File: config.mk
export PLATFORM = sky130hd
export DESIGN_NAME = alu_issue_stage
export DESIGN_NICKNAME = d
export VERILOG_FILES = /design/src/rtl/alu_pkg.sv /design/src/rtl/alu_op_decoder.sv /design/src/rtl/alu_issue_stage.sv
export SDC_FILE = /design/constraint.sdc
export NUM_CORES = 1
export LEC_CHECK = 0
export ABC_AREA = 1
export BUFFER_PORTS_ARGS = -buffer_cell sky130_fd_sc_hd__clkbuf_2
export CAP_MARGIN = 30
export CORE_AREA = 2 2 94 106
export CTS_BUF_LIST = sky130_fd_sc_hd__clkbuf_8
export CTS_CLUSTER_SIZE = 10
export DETAILED_ROUTE_END_ITERATION = 16
export DIE_AREA = 0 0 96 108
export PLACE_DENSITY = 0.81
export SETUP_SLACK_MARGIN = 0.02
export SLEW_MARGIN = 40
export SYNTH_ARGS = -nofsm -noshare
export SYNTH_HDL_FRONTEND = slang
export SYNTH_SLANG_ARGS = --single-unit
export TNS_END_PERCENT = 50
File: constraint.sdc
create_clock -name clk -period 2.62 [get_ports clk]
set_input_delay 0.393 -clock clk [delete_from_list [all_inputs] [get_ports clk]]
set_output_delay 0.393 -clock clk [all_outputs]
set_load 0.02 [all_outputs]
File: src/rtl/alu_pkg.sv
// Shared ALU op codes, RV32I opcodes and the EX-stage bundle for the ALU issue path.
package alu_pkg;

  localparam int XLEN = 32;
  localparam int OP_W = 4;

  localparam logic [OP_W-1:0] ALU_AND  = 4'b0000;
  localparam logic [OP_W-1:0] ALU_XOR  = 4'b0001;
  localparam logic [OP_W-1:0] ALU_SUB  = 4'b0010;
  localparam logic [OP_W-1:0] ALU_OR   = 4'b0011;
  localparam logic [OP_W-1:0] ALU_ADD  = 4'b0100;
  localparam logic [OP_W-1:0] ALU_BGE  = 4'b0101;
  localparam logic [OP_W-1:0] ALU_BNE  = 4'b0110;
  localparam logic [OP_W-1:0] ALU_SRAI = 4'b0111;
  localparam logic [OP_W-1:0] ALU_BEQ  = 4'b1000;
  localparam logic [OP_W-1:0] ALU_SLLI = 4'b1001;
  localparam logic [OP_W-1:0] ALU_LUI  = 4'b1010;
  localparam logic [OP_W-1:0] ALU_SRLI = 4'b1100;
  localparam logic [OP_W-1:0] ALU_BLT  = 4'b1101;
  localparam logic [OP_W-1:0] ALU_SLT  = 4'b1110;
  localparam logic [OP_W-1:0] ALU_NOP  = 4'b1111;

  localparam logic [6:0] OPC_R      = 7'b0110011;
  localparam logic [6:0] OPC_I      = 7'b0010011;
  localparam logic [6:0] OPC_LUI    = 7'b0110111;
  localparam logic [6:0] OPC_LOAD   = 7'b0000011;
  localparam logic [6:0] OPC_STORE  = 7'b0100011;
  localparam logic [6:0] OPC_BRANCH = 7'b1100011;

  typedef struct packed {
    logic [XLEN-1:0] SrcA;
    logic [XLEN-1:0] SrcB;
    logic [OP_W-1:0] Operation;
    logic [4:0]      rd;
    logic            reg_write;
    logic            is_branch;
    logic            illegal;
  } ex_bundle_t;

  function automatic logic [XLEN-1:0] sext12(input logic [11:0] v);
    return {{(XLEN-12){v[11]}}, v};
  endfunction

endpackage

File: src/rtl/alu_op_decoder.sv
// Purpose: RV32I instruction + operands -> ALU op code, operands and writeback flags.
// Latency: combinational.
// Backpressure: none; the issue stage decides when the result is captured.
module alu_op_decoder
  import alu_pkg::*;
(
  input  logic [31:0]     instr,
  input  logic [XLEN-1:0] rs1_data,
  input  logic [XLEN-1:0] rs2_data,
  output ex_bundle_t      bundle
);

  logic [6:0] opcode;
  logic [2:0] funct3;
  logic [6:0] funct7;
  logic       legal;
  logic       writes;
  logic       branch;

  assign opcode = instr[6:0];
  assign funct3 = instr[14:12];
  assign funct7 = instr[31:25];

  always_comb begin
    legal     = 1'b1;
    writes    = 1'b1;
    branch    = 1'b0;
    bundle    = '0;
    bundle.SrcA      = rs1_data;
    bundle.SrcB      = rs2_data;
    bundle.Operation = ALU_NOP;
    bundle.rd        = instr[11:7];

    case (opcode)
      OPC_R: begin
        if (funct7 != 7'h00 && funct7 != 7'h20) begin
          legal = 1'b0;
        end else begin
          case (funct3)
            3'b000:  bundle.Operation = funct7[5] ? ALU_SUB : ALU_ADD;
            3'b111:  bundle.Operation = ALU_AND;
            3'b110:  bundle.Operation = ALU_OR;
            3'b100:  bundle.Operation = ALU_XOR;
            3'b010:  bundle.Operation = ALU_SLT;
            default: legal = 1'b0;
          endcase
        end
      end
      OPC_I: begin
        // SRAI keeps funct7[5] in imm[10], so SrcB carries a +1024 bias the ALU strips
        bundle.SrcB = sext12(instr[31:20]);
        case (funct3)
          3'b000:  bundle.Operation = ALU_ADD;
          3'b010:  bundle.Operation = ALU_SLT;
          3'b001:  bundle.Operation = ALU_SLLI;
          3'b101:  bundle.Operation = funct7[5] ? ALU_SRAI : ALU_SRLI;
          default: legal = 1'b0;
        endcase
      end
      OPC_LUI: begin
        bundle.SrcA      = '0;
        bundle.SrcB      = {{(XLEN-32){instr[31]}}, instr[31:12], 12'b0};
        bundle.Operation = ALU_LUI;
      end
      OPC_LOAD: begin
        bundle.SrcB      = sext12(instr[31:20]);
        bundle.Operation = ALU_ADD;
      end
      OPC_STORE: begin
        bundle.SrcB      = sext12({instr[31:25], instr[11:7]});
        bundle.Operation = ALU_ADD;
        writes           = 1'b0;
      end
      OPC_BRANCH: begin
        branch = 1'b1;
        writes = 1'b0;
        case (funct3)
          3'b000:  bundle.Operation = ALU_BEQ;
          3'b001:  bundle.Operation = ALU_BNE;
          3'b100:  bundle.Operation = ALU_BLT;
          3'b101:  bundle.Operation = ALU_BGE;
          default: legal = 1'b0;
        endcase
      end
      default: legal = 1'b0;
    endcase

    if (!legal) begin
      bundle.Operation = ALU_NOP;
    end
    bundle.illegal   = !legal;
    bundle.is_branch = legal && branch;
    bundle.reg_write = legal && writes && (instr[11:7] != 5'd0);
  end

endmodule

File: src/rtl/alu_issue_stage.sv
// Purpose: ID->EX issue stage; decodes RV32I into an ALU op and registers it in the EX register.
// Latency: 1 cycle from accept to ex_valid.
// Backpressure: in_ready = !ex_valid || ex_ready; EX register holds while the consumer stalls.
module alu_issue_stage
  import alu_pkg::*;
#(
  parameter int DATA_WIDTH    = XLEN,
  parameter int OPCODE_LENGTH = OP_W,
  parameter int CNT_WIDTH     = 16
) (
  input  logic                     clk,
  input  logic                     reset,
  input  logic                     in_valid,
  output logic                     in_ready,
  input  logic [31:0]              instr,
  input  logic [DATA_WIDTH-1:0]    rs1_data,
  input  logic [DATA_WIDTH-1:0]    rs2_data,
  input  logic                     flush,
  output logic                     ex_valid,
  input  logic                     ex_ready,
  output logic [DATA_WIDTH-1:0]    SrcA,
  output logic [DATA_WIDTH-1:0]    SrcB,
  output logic [OPCODE_LENGTH-1:0] Operation,
  output logic [4:0]               rd,
  output logic                     reg_write,
  output logic                     is_branch,
  output logic                     illegal,
  output logic [CNT_WIDTH-1:0]     issue_cnt
);

  ex_bundle_t dec;
  ex_bundle_t ex_q;
  logic       accept;
  logic       handoff;

  alu_op_decoder u_dec (
    .instr    (instr),
    .rs1_data (rs1_data),
    .rs2_data (rs2_data),
    .bundle   (dec)
  );

  assign in_ready = !ex_valid || ex_ready;
  assign accept   = in_valid && in_ready;
  assign handoff  = ex_valid && ex_ready;

  // flush wins over a same-cycle accept; payload may go stale since ex_valid gates it
  always_ff @(posedge clk or negedge reset) begin
    if (!reset) begin
      ex_valid <= 1'b0;
      ex_q     <= '0;
    end else if (flush) begin
      ex_valid <= 1'b0;
    end else if (accept) begin
      ex_valid <= 1'b1;
      ex_q     <= dec;
    end else if (handoff) begin
      ex_valid <= 1'b0;
    end
  end

  always_ff @(posedge clk or negedge reset) begin
    if (!reset) begin
      issue_cnt <= '0;
    end else if (handoff) begin
      issue_cnt <= issue_cnt + CNT_WIDTH'(1);
    end
  end

  assign SrcA      = ex_q.SrcA;
  assign SrcB      = ex_q.SrcB;
  assign Operation = ex_q.Operation;
  assign rd        = ex_q.rd;
  assign reg_write = ex_q.reg_write;
  assign is_branch = ex_q.is_branch;
  assign illegal   = ex_q.illegal;

endmodule
==> summary by stage, run 1 <==
Clock network
The number of gates given a new drive strength after cts is 0. After clock tree synthesis, the flow added hold-fix buffers numbering 0. For this design, the sink count on the clock tree is 93.

In this run, CTS created clock tree buffers numbering 9. The clock root buffer master is sky130_fd_sc_hd__clkbuf_8. The TritonCTS clock tree is yes. For the worst-skew pair, the clock arrives at the later sink with an insertion delay of 0.36 ns. The buffer count from post-CTS setup fixing is 0. The number of levels the H-tree was split into is 3. The clock transition at the registers of the reported paths is 0.09 ns. The number of buffers on the longest clock path is 2.

STA
The final critical delay including setup and external delays is 1.67 ns. The final number of max-transition violations came to 0. Of the available clock period, the critical path in the final layout requires 63.8%. The worst setup margin is 0.948 ns. Adding up every negative setup slack in the final design gives 0 ns. The final count of hold timing violations was 0. The final clock skew is 0.00721 ns. For this run, the top clock speed supported by timing is 598 MHz. The normalized max-slew margin is 47.7%. The transition at the pin with the smallest max-transition slack is 0.784 ns.

Setup repair after global routing left no endpoint under its margin. The number of setup violations in the final report is 0.

Pwr
The clock network fraction of total power is 28.2%. The internal power is 2.56 mW. The share of power burned in registers is 46.8%.

The leakage power is 3.41 nW. The analysis attributes to net switching a power of 1.26 mW. The relative contribution of combinational cells to total power is 25.1%. The power per cell area is 657 mW/mm^2.

Net switching is 33.1% of the power. The completed layout was analyzed and its total power is 3.82 mW. IR analysis of the VDD net gives a maximum drop of 0.000312 V.

Cells and area
The final instance count without filler cells is 895. Of the cells placed in the final design, the portion with a size suffix greater than 1 is 29.7%. After routing the design area is 0.00581 sq mm.

The number of antenna repair diodes is 0. The total number of nets in the final design is 876. From synthesis to final layout, the design area changed by 27.8%.

Global routing
The via count of the first global-routing pass came to 4321. The first-pass GRT wire length is 20500 microns. Global routing consumed, over all layers together, 25.4% of the routing resources. The total grt overflow is 0.

The number of antenna violations at the first check in global routing is 0. The largest net degree at the start of global routing is 83.

Die
The initial utilization of the core area, before any placement, comes to 49.4%. Measured along the y axis, the die boundary spans 108 microns. The area of the core is 0.00921 sq mm. The die is 96 microns wide. In this run the core area contains 37 standard-cell rows.

The count of pins on the block boundary is 195. The die outline area is 0.0104 sq mm.

Setup path
The required time reported for the critical path endpoint is 2.91 ns. The critical path's slowest cell is sky130_fd_sc_hd__inv_2. The delay contributed by the slowest stage of the critical path is 0.47 ns. The signal arrival time at the worst endpoint is 1.96 ns. In this run the worst path has a maximum fanout of 36. The signal on the critical path passes through nand2_1, nand2_2, inv_2, buf_12, nor2_1, a21oi_1.

The worst setup path is launched from a flop. The worst setup path is captured at a flop. The largest delay contributor family on the critical path is buffers and inverters. The critical path is of the flop to flop type. The worst path buffer plus inverter count is 2.

Routing
The number of search-and-repair iterations in the first detailed-routing pass is 7. Wires add up to 12700 microns. In the final routed layout, each cell accounts on average for 14.2 microns. After the first detailed-routing iteration, the DRC count stood at 243. The number of vias per cell after detailed routing is 5.21.

The post-detailed-route DRC marker count is 0. The routed layout has 4659 vias. The remaining number of nets flagged by the antenna check after routing is 0.

Place
Routability-driven placement finished with a final weighted congestion of 0.961. The post-detailed-placement cell area is 0.00559 sq mm. The number of port buffers is 194. The setup slack at placement is 0.840 ns. The number of cells after detailed placement is 880. Once detailed placement completed, the half-perimeter wirelength came to 9530 microns.

Logic synthesis
The cell with the most instances after synthesis is sky130_fd_sc_hd__nand2_1. After synthesis, the cell types taking the most area are sky130_fd_sc_hd__dfrtp_1 51%, sky130_fd_sc_hd__nand2_1 21%, sky130_fd_sc_hd__nand3_1 8.3%. By count the netlist is led by 249 x sky130_fd_sc_hd__nand2_1, 93 x sky130_fd_sc_hd__dfrtp_1, 75 x sky130_fd_sc_hd__nand3_1, 43 x sky130_fd_sc_hd__nor2_1, 28 x sky130_fd_sc_hd__inv_1.

Synthesis instantiated 28 different standard cells from the library. The commonest register cell after synthesis is sky130_fd_sc_hd__dfrtp_1. The async set-or-reset flop fraction in the synthesized netlist is 100%. The synthesized area per cell is 7.67 sq um. The post-synthesis register bit count is 93. Yosys printed 0 warnings. The mapped cell area is 0.00455 sq mm. The post-synthesis net count is 695. The area share of the largest cell type after synthesis is 51.2%. The library cell occupying the most area in the post-synthesis netlist is sky130_fd_sc_hd__dfrtp_1. The synthesized design contains 0 enable-type register cells.

The count of mapped cells out of synthesis is 593. For this run, the register share of the synthesized area comes to 51.2%.

Worst hold path
The class of the worst hold path is input pin to asynchronous set/reset pin.

Outcome
The run finished with clean final reports.

Flow run
The number of max-cap violations is 0.
## flip-flops by register name (all words and copies together) (netlist names)
signal,flops
SrcA,32
SrcB,32
issue_cnt,16
rd,5
Operation,4
ex_valid,1
illegal,1
is_branch,1
reg_write,1
## stage by stage
stage	hold WS, ns	util [%]
detailed placement	0.409	60.7
global placement	0.399	60.7
CTS	0.0112	63.1
floorplan	0.0974	-
global route	0.0324	63.1
finish	0.00317	63.1
## cell families after synthesis
family                   count (synthesis)  share of synthesized area [%]
AO/OA/AOI/OAI                           36                           4.10
XOR/XNOR                                13                           2.50
adder cells (fa/ha/maj)                  1                          0.275
buffers and inverters                   60                           5.67
flip-flops                              93                           51.2
AND/OR/NAND/NOR                        390                           36.3
## cells in the final DEF, fill, tap and decap left out, types with 8 or more instances in the layout
cell,netlist,routed
sky130_fd_sc_hd__nor2_1,43,43
sky130_fd_sc_hd__clkbuf_2,1,193
sky130_fd_sc_hd__clkbuf_8,0,11
sky130_fd_sc_hd__inv_1,28,29
sky130_fd_sc_hd__dfrtp_1,93,93
sky130_fd_sc_hd__o21ai_0,14,14
sky130_fd_sc_hd__xnor2_1,8,8
sky130_fd_sc_hd__nand3_1,75,75
sky130_fd_sc_hd__a21oi_1,19,19
sky130_fd_sc_hd__nand2_1,249,248
## routing by layer
layer	share of wire [%]	global-route usage (%)	routed length, microns
met1	40	33.3	5050
met2	50	40.5	6310
met3	6.9	3.48	875
met4	3.9	13.9	502
met5	0	0	0
## final cells by class
type | count | area (sq um)
Clock inverter | 4 | 72.6
Timing Repair Buffer | 198 | 1030
Clock buffer | 11 | 151
Inverter | 32 | 123
Multi-Input combinational cell | 440 | 1970
Tap cell | 117 | 146
Fill cell | 847 | 3400
Sequential cell | 93 | 2330
## worst paths after layout
path | start | to | slack (ns) | cells past startpoint
setup reg to reg | ex_valid$_DFFE_PN0P_ | SrcB[6]$_DFFE_PN0P_ | 0.95 | 6
setup / recovery | ex_valid$_DFFE_PN0P_ | SrcB[6]$_DFFE_PN0P_ | 0.95 | 6
min in group clk | flush | ex_valid$_DFFE_PN0P_ | 0.20 | 2
hold reg to reg | issue_cnt[15]$_DFFE_PN0P_ | issue_cnt[15]$_DFFE_PN0P_ | 0.47 | 1
hold / removal | reset | Operation[2]$_DFFE_PN0P_ | 0.003 | 1
max in group asynchronous | reset | issue_cnt[15]$_DFFE_PN0P_ | 1.96 | 2
## power by group through the flow
| stage | clock, mW | sequential, mW | combinational (mW) |
|---|---|---|---|
| 4_1_cts | 1.10 | 1.79 | 0.968 |
| 6_report | 1.08 | 1.79 | 0.958 |
| 3_5_place_dp | 0 | 1.81 | 0.966 |
| 5_1_grt | 1.15 | 1.81 | 1.06 |
| 2_1_floorplan | 0 | 2.05 | 0.300 |
| 3_3_place_gp | 0 | 1.81 | 0.947 |
Power figures use the tool's default switching activity.
==> run 2, diff against run 1 <==
--- a/config.mk
+++ b/config.mk
@@ -5,14 +5,14 @@
 export SDC_FILE = /design/constraint.sdc
 export NUM_CORES = 1
 export LEC_CHECK = 0
-export ABC_AREA = 1
+export ABC_AREA = 0
 export BUFFER_PORTS_ARGS = -buffer_cell sky130_fd_sc_hd__clkbuf_2
 export CAP_MARGIN = 30
-export CORE_AREA = 2 2 94 106
+export CORE_AREA = 2 2 92 103
 export CTS_BUF_LIST = sky130_fd_sc_hd__clkbuf_8
 export CTS_CLUSTER_SIZE = 10
 export DETAILED_ROUTE_END_ITERATION = 16
-export DIE_AREA = 0 0 96 108
+export DIE_AREA = 0 0 94 105
 export PLACE_DENSITY = 0.81
 export SETUP_SLACK_MARGIN = 0.02
 export SLEW_MARGIN = 40
==> constraint.sdc (replaced) <==
create_clock -name clk -period 1.65 [get_ports clk]
set_input_delay 0.2475 -clock clk [delete_from_list [all_inputs] [get_ports clk]]
set_output_delay 0.2475 -clock clk [all_outputs]
set_load 0.02 [all_outputs]
==> run 2 against run 1 <==
Against the previous run: worst setup slack worse by 0.87 ns; synthesized area down 6.2%; die area down 4.8%; sequential share of layout area up 0.052 points; first-iteration DRC count down 4.9%; synthesized cell count down 31%; largest cell class unchanged; critical path type unchanged; power up 58%; register-to-register slack worse by 0.87 ns; cell area down 0.13%.
==> summary by stage, run 2 <==
Outcome
Result of the run: completed (unchanged).

Clock network
The clock root buffer master was sky130_fd_sc_hd__clkbuf_8 (unchanged). The clock sink total is 93 (unchanged). The number of levels the H-tree was split into is 3 (unchanged). The number of buffers on the longest clock path is 2 (unchanged). The clock transition at the registers of the reported paths was 0.09 ns (about the same). The number of buffers created by CTS came to 9 (unchanged). The TritonCTS clock tree was yes (unchanged).

The clock latency at the later pin of the worst-skew pair is 0.37 ns (was 0.36 ns).

Routing
The remaining number of nets flagged by the antenna check after routing is 0 (unchanged). The number of vias per cell after detailed routing is 5.55 (was 5.21). The number of search-and-repair iterations in the first detailed-routing pass was 5 (was 7). The total number of vias is 4137 (was 4659). The wire length after detailed routing came to 12900 microns (was 12700 microns). The per-cell routed wire length came to 17.3 microns (was 14.2 microns). The violation count after the first detailed-route iteration is 231 (was 243). The post-detailed-route DRC marker count came to 0 (unchanged).

Setup path
The path type of the worst setup path was flop to flop (unchanged). The signal arrival time at the worst endpoint is 1.86 ns (was 1.96 ns). The largest fanout of any net on the critical path is 4 (was 36). The type of destination of the critical path is a flop (unchanged).

The required time reported for the critical path endpoint is 1.94 ns (was 2.91 ns). The kind of launch point of the worst setup path is a flop (unchanged).

STA
The achievable clock frequency is 638 MHz (was 598 MHz). The normalized max-slew margin is 73.7% (was 47.7%). The transition at the pin with the smallest max-transition slack is 0.395 ns (was 0.784 ns). The post-route worst hold slack was 0.0883 ns (was 0.00317 ns).

The final count of hold timing violations is 0 (unchanged). The final period utilization was 95.1% (was 63.8%). The final critical delay including setup and external delays came to 1.57 ns (was 1.67 ns). The final clock skew is 0.00732 ns (was 0.00721 ns). The number of setup violations in the final report was 0 (unchanged). The final number of max-transition violations is 0 (unchanged).

Logic synthesis
The commonest register cell after synthesis is sky130_fd_sc_hd__dfrtp_1 (unchanged). The post-synthesis net count was 513 (was 695). The post-synthesis register bit count is 93 (unchanged). The synthesized area per cell is 10.4 sq um (was 7.67 sq um).

The Yosys warning count is 0 (unchanged). The sequential share of the synthesized area is 54.6% (was 51.2%). Leading post-synthesis cells by cell area: sky130_fd_sc_hd__dfrtp_1 55%, sky130_fd_sc_hd__a22o_1 6.8%, sky130_fd_sc_hd__nor2_1 4.0% (was sky130_fd_sc_hd__dfrtp_1 51%, sky130_fd_sc_hd__nand2_1 21%, sky130_fd_sc_hd__nand3_1 8.3%). The library cell occupying the most area in the post-synthesis netlist is sky130_fd_sc_hd__dfrtp_1 (unchanged). The count of flip-flops with a built-in enable after synthesis is 0 (unchanged).

The mapped cell area is 0.00426 sq mm (was 0.00455 sq mm). The count of mapped cells out of synthesis came to 411 (was 593). Ranking of synthesized cells by instance count: 93 x sky130_fd_sc_hd__dfrtp_1, 46 x sky130_fd_sc_hd__nor2_1, 44 x sky130_fd_sc_hd__nand2_1, 33 x sky130_fd_sc_hd__a22o_1, 27 x sky130_fd_sc_hd__a21oi_1 (was 249 x sky130_fd_sc_hd__nand2_1, 93 x sky130_fd_sc_hd__dfrtp_1, 75 x sky130_fd_sc_hd__nand3_1, 43 x sky130_fd_sc_hd__nor2_1, 28 x sky130_fd_sc_hd__inv_1). The cell with the most instances after synthesis was sky130_fd_sc_hd__dfrtp_1 (was sky130_fd_sc_hd__nand2_1). The area share of the largest cell type after synthesis is 54.6% (was 51.2%). The async set-or-reset flop fraction in the synthesized netlist is 100% (unchanged). The number of distinct standard cells referenced by the synthesized netlist is 53 (was 28).

Cells and area
The number of antenna repair diodes is 0 (unchanged). The total number of nets in the final design is 728 (was 876). The number of fill cells is 712 (was 847).

Leading cell types in the layout, fill and taps excluded: 193 x sky130_fd_sc_hd__clkbuf_2, 93 x sky130_fd_sc_hd__dfrtp_1, 46 x sky130_fd_sc_hd__nor2_1 (was 248 x sky130_fd_sc_hd__nand2_1, 193 x sky130_fd_sc_hd__clkbuf_2, 93 x sky130_fd_sc_hd__dfrtp_1). The area of combinational cells with multiple inputs is 0.00176 sq mm (was 0.00197 sq mm). The share of final-layout standard cells stronger than drive strength 1 was 41.8% (was 29.7%).

The area added between synthesis and finish was 36.2% (was 27.8%). The leading cell type in the layout, fill and taps excluded is sky130_fd_sc_hd__clkbuf_2 (was sky130_fd_sc_hd__nand2_1). The area of all sequential standard cells is 0.00233 sq mm (unchanged).

Global routing
The first-pass GRT wire length came to 20600 microns (was 20500 microns). The total grt overflow is 0 (unchanged). The total global routing track utilization came to 26.6% (was 25.4%). The via count of the first global-routing pass came to 4156 (was 4321). The number of antenna violations at the first check in global routing is 0 (unchanged). The largest net degree at the start of global routing is 39 (was 83).

Pwr
The leakage power is 2.95 nW (was 3.41 nW). The post-layout total power is 6.04 mW (was 3.82 mW). The maximum vdd ir drop came to 0.000547 V (was 0.000312 V). The power per cell area was 1040 mW/mm^2 (was 657 mW/mm^2).

Die
The area of the core came to 0.00878 sq mm (was 0.00921 sq mm). The count of standard-cell rows is 36 (was 37). The count of pins on the block boundary is 195 (unchanged). The effective utilization at floorplan is 48.5% (was 49.4%). The die boundary width is 94 microns (was 96 microns).

The die outline area was 0.00987 sq mm (was 0.0104 sq mm). The die span in y is 105 microns (was 108 microns).

Place
The number of port buffers came to 194 (unchanged). The placer congestion estimate is 0.947 (was 0.961). The HPWL reported at the end of detailed placement was 9710 microns (was 9530 microns).

Worst hold path
The class of the worst hold path is input pin to flop (was input pin to asynchronous set/reset pin).

Flow run
The number of max-cap violations was 0 (unchanged).
run 2: cell count changes after synthesis, sizes merged, moves of 6 or more:
cell | previous run | this run
nand3 | 75 | 9
a22oi | 1 | 19
nand2 | 256 | 44
a221oi | 0 | 6
a22o | 0 | 33
a21oi | 19 | 27
a31oi | 1 | 9
inv | 32 | 7
run 2: repair_timing:
item	4_1_cts	5_1_grt
hold endpoints to repair	26	0
pin swaps	0	2
gates cloned	0	1
setup endpoints to repair	35	58
buffers inserted	0	3
hold buffers	1	0
gates resized for setup	1	8
run 2: cell type report:
cell class                      count  share of cell area (%)
Clock buffer                       10                    2.37
Timing Repair Buffer              232                    23.1
Tap cell                          114                    2.46
Inverter                            7                   0.452
Clock inverter                      6                    1.19
Multi-Input combinational cell    283                    30.3
Sequential cell                    93                    40.1
run 2: critical path: stages, from the launching register on:
cell and delay [ns]:
sky130_fd_sc_hd__dfrtp_1 0.41, sky130_fd_sc_hd__and3_2 0.25, sky130_fd_sc_hd__nand4_1 0.20, sky130_fd_sc_hd__buf_4 0.20, sky130_fd_sc_hd__nor3_1 0.25, sky130_fd_sc_hd__xor2_1 0.18
run 2: kinds of logic after synthesis:
group | synth area share [%]
and+or+nand+nor | 16.1
AOI/OAI and AO/OA | 20.4
DFF | 54.6
adders and majority gates | 0.293
xor gates and xnor gates | 3.29
muxes | 0.734
buffers and inverters | 4.67
run 2: worst paths after layout:
path	from	to	slack [ns]	cells after the start
worst max-delay path	issue_cnt[6]$_DFFE_PN0P_	issue_cnt[15]$_DFFE_PN0P_	0.08	5
worst min-delay path	rs1_data[17]	SrcA[17]$_DFFE_PN0P_	0.09	2
worst max register to register	issue_cnt[6]$_DFFE_PN0P_	issue_cnt[15]$_DFFE_PN0P_	0.08	5
worst min register to register	issue_cnt[15]$_DFFE_PN0P_	issue_cnt[15]$_DFFE_PN0P_	0.48	1
max in group asynchronous	reset	SrcA[10]$_DFFE_PN0P_	0.79	3
min in group asynchronous	reset	issue_cnt[10]$_DFFE_PN0P_	0.34	2
run 2: per-layer routing:
| metal | up-vias | routed length, microns | global-route usage [%] |
|---|---|---|---|
| met5 | - | 0 | 0 |
| met4 | 0 | 440 | 13.9 |
| met3 | 33 | 847 | 5.34 |
| met2 | 191 | 6460 | 43.9 |
| met1 | 2005 | 5120 | 32.7 |
| li1 | 1908 | - | - |
run 2: power breakdown:
group | switching, mW | internal [mW]
clock | 0.841 | 0.753
sequential | 0.238 | 2.60
combinational | 0.965 | 0.642
run 2: through the flow:
stage	setup TNS [ns]	std cells	area [sq um]	utilization, %	worst slack (ns)
final	0	745	5810	66.1	0.0814
after global routing	-0.0350	745	5810	66.1	-0.0285
after CTS	0	741	5750	65.5	0.0158
after detailed placement	-0.503	724	5540	63.0	-0.151
after global placement	-0.292	724	5540	63.0	-0.101
after floorplan	-0.0589	411	4270	-	-0.0247
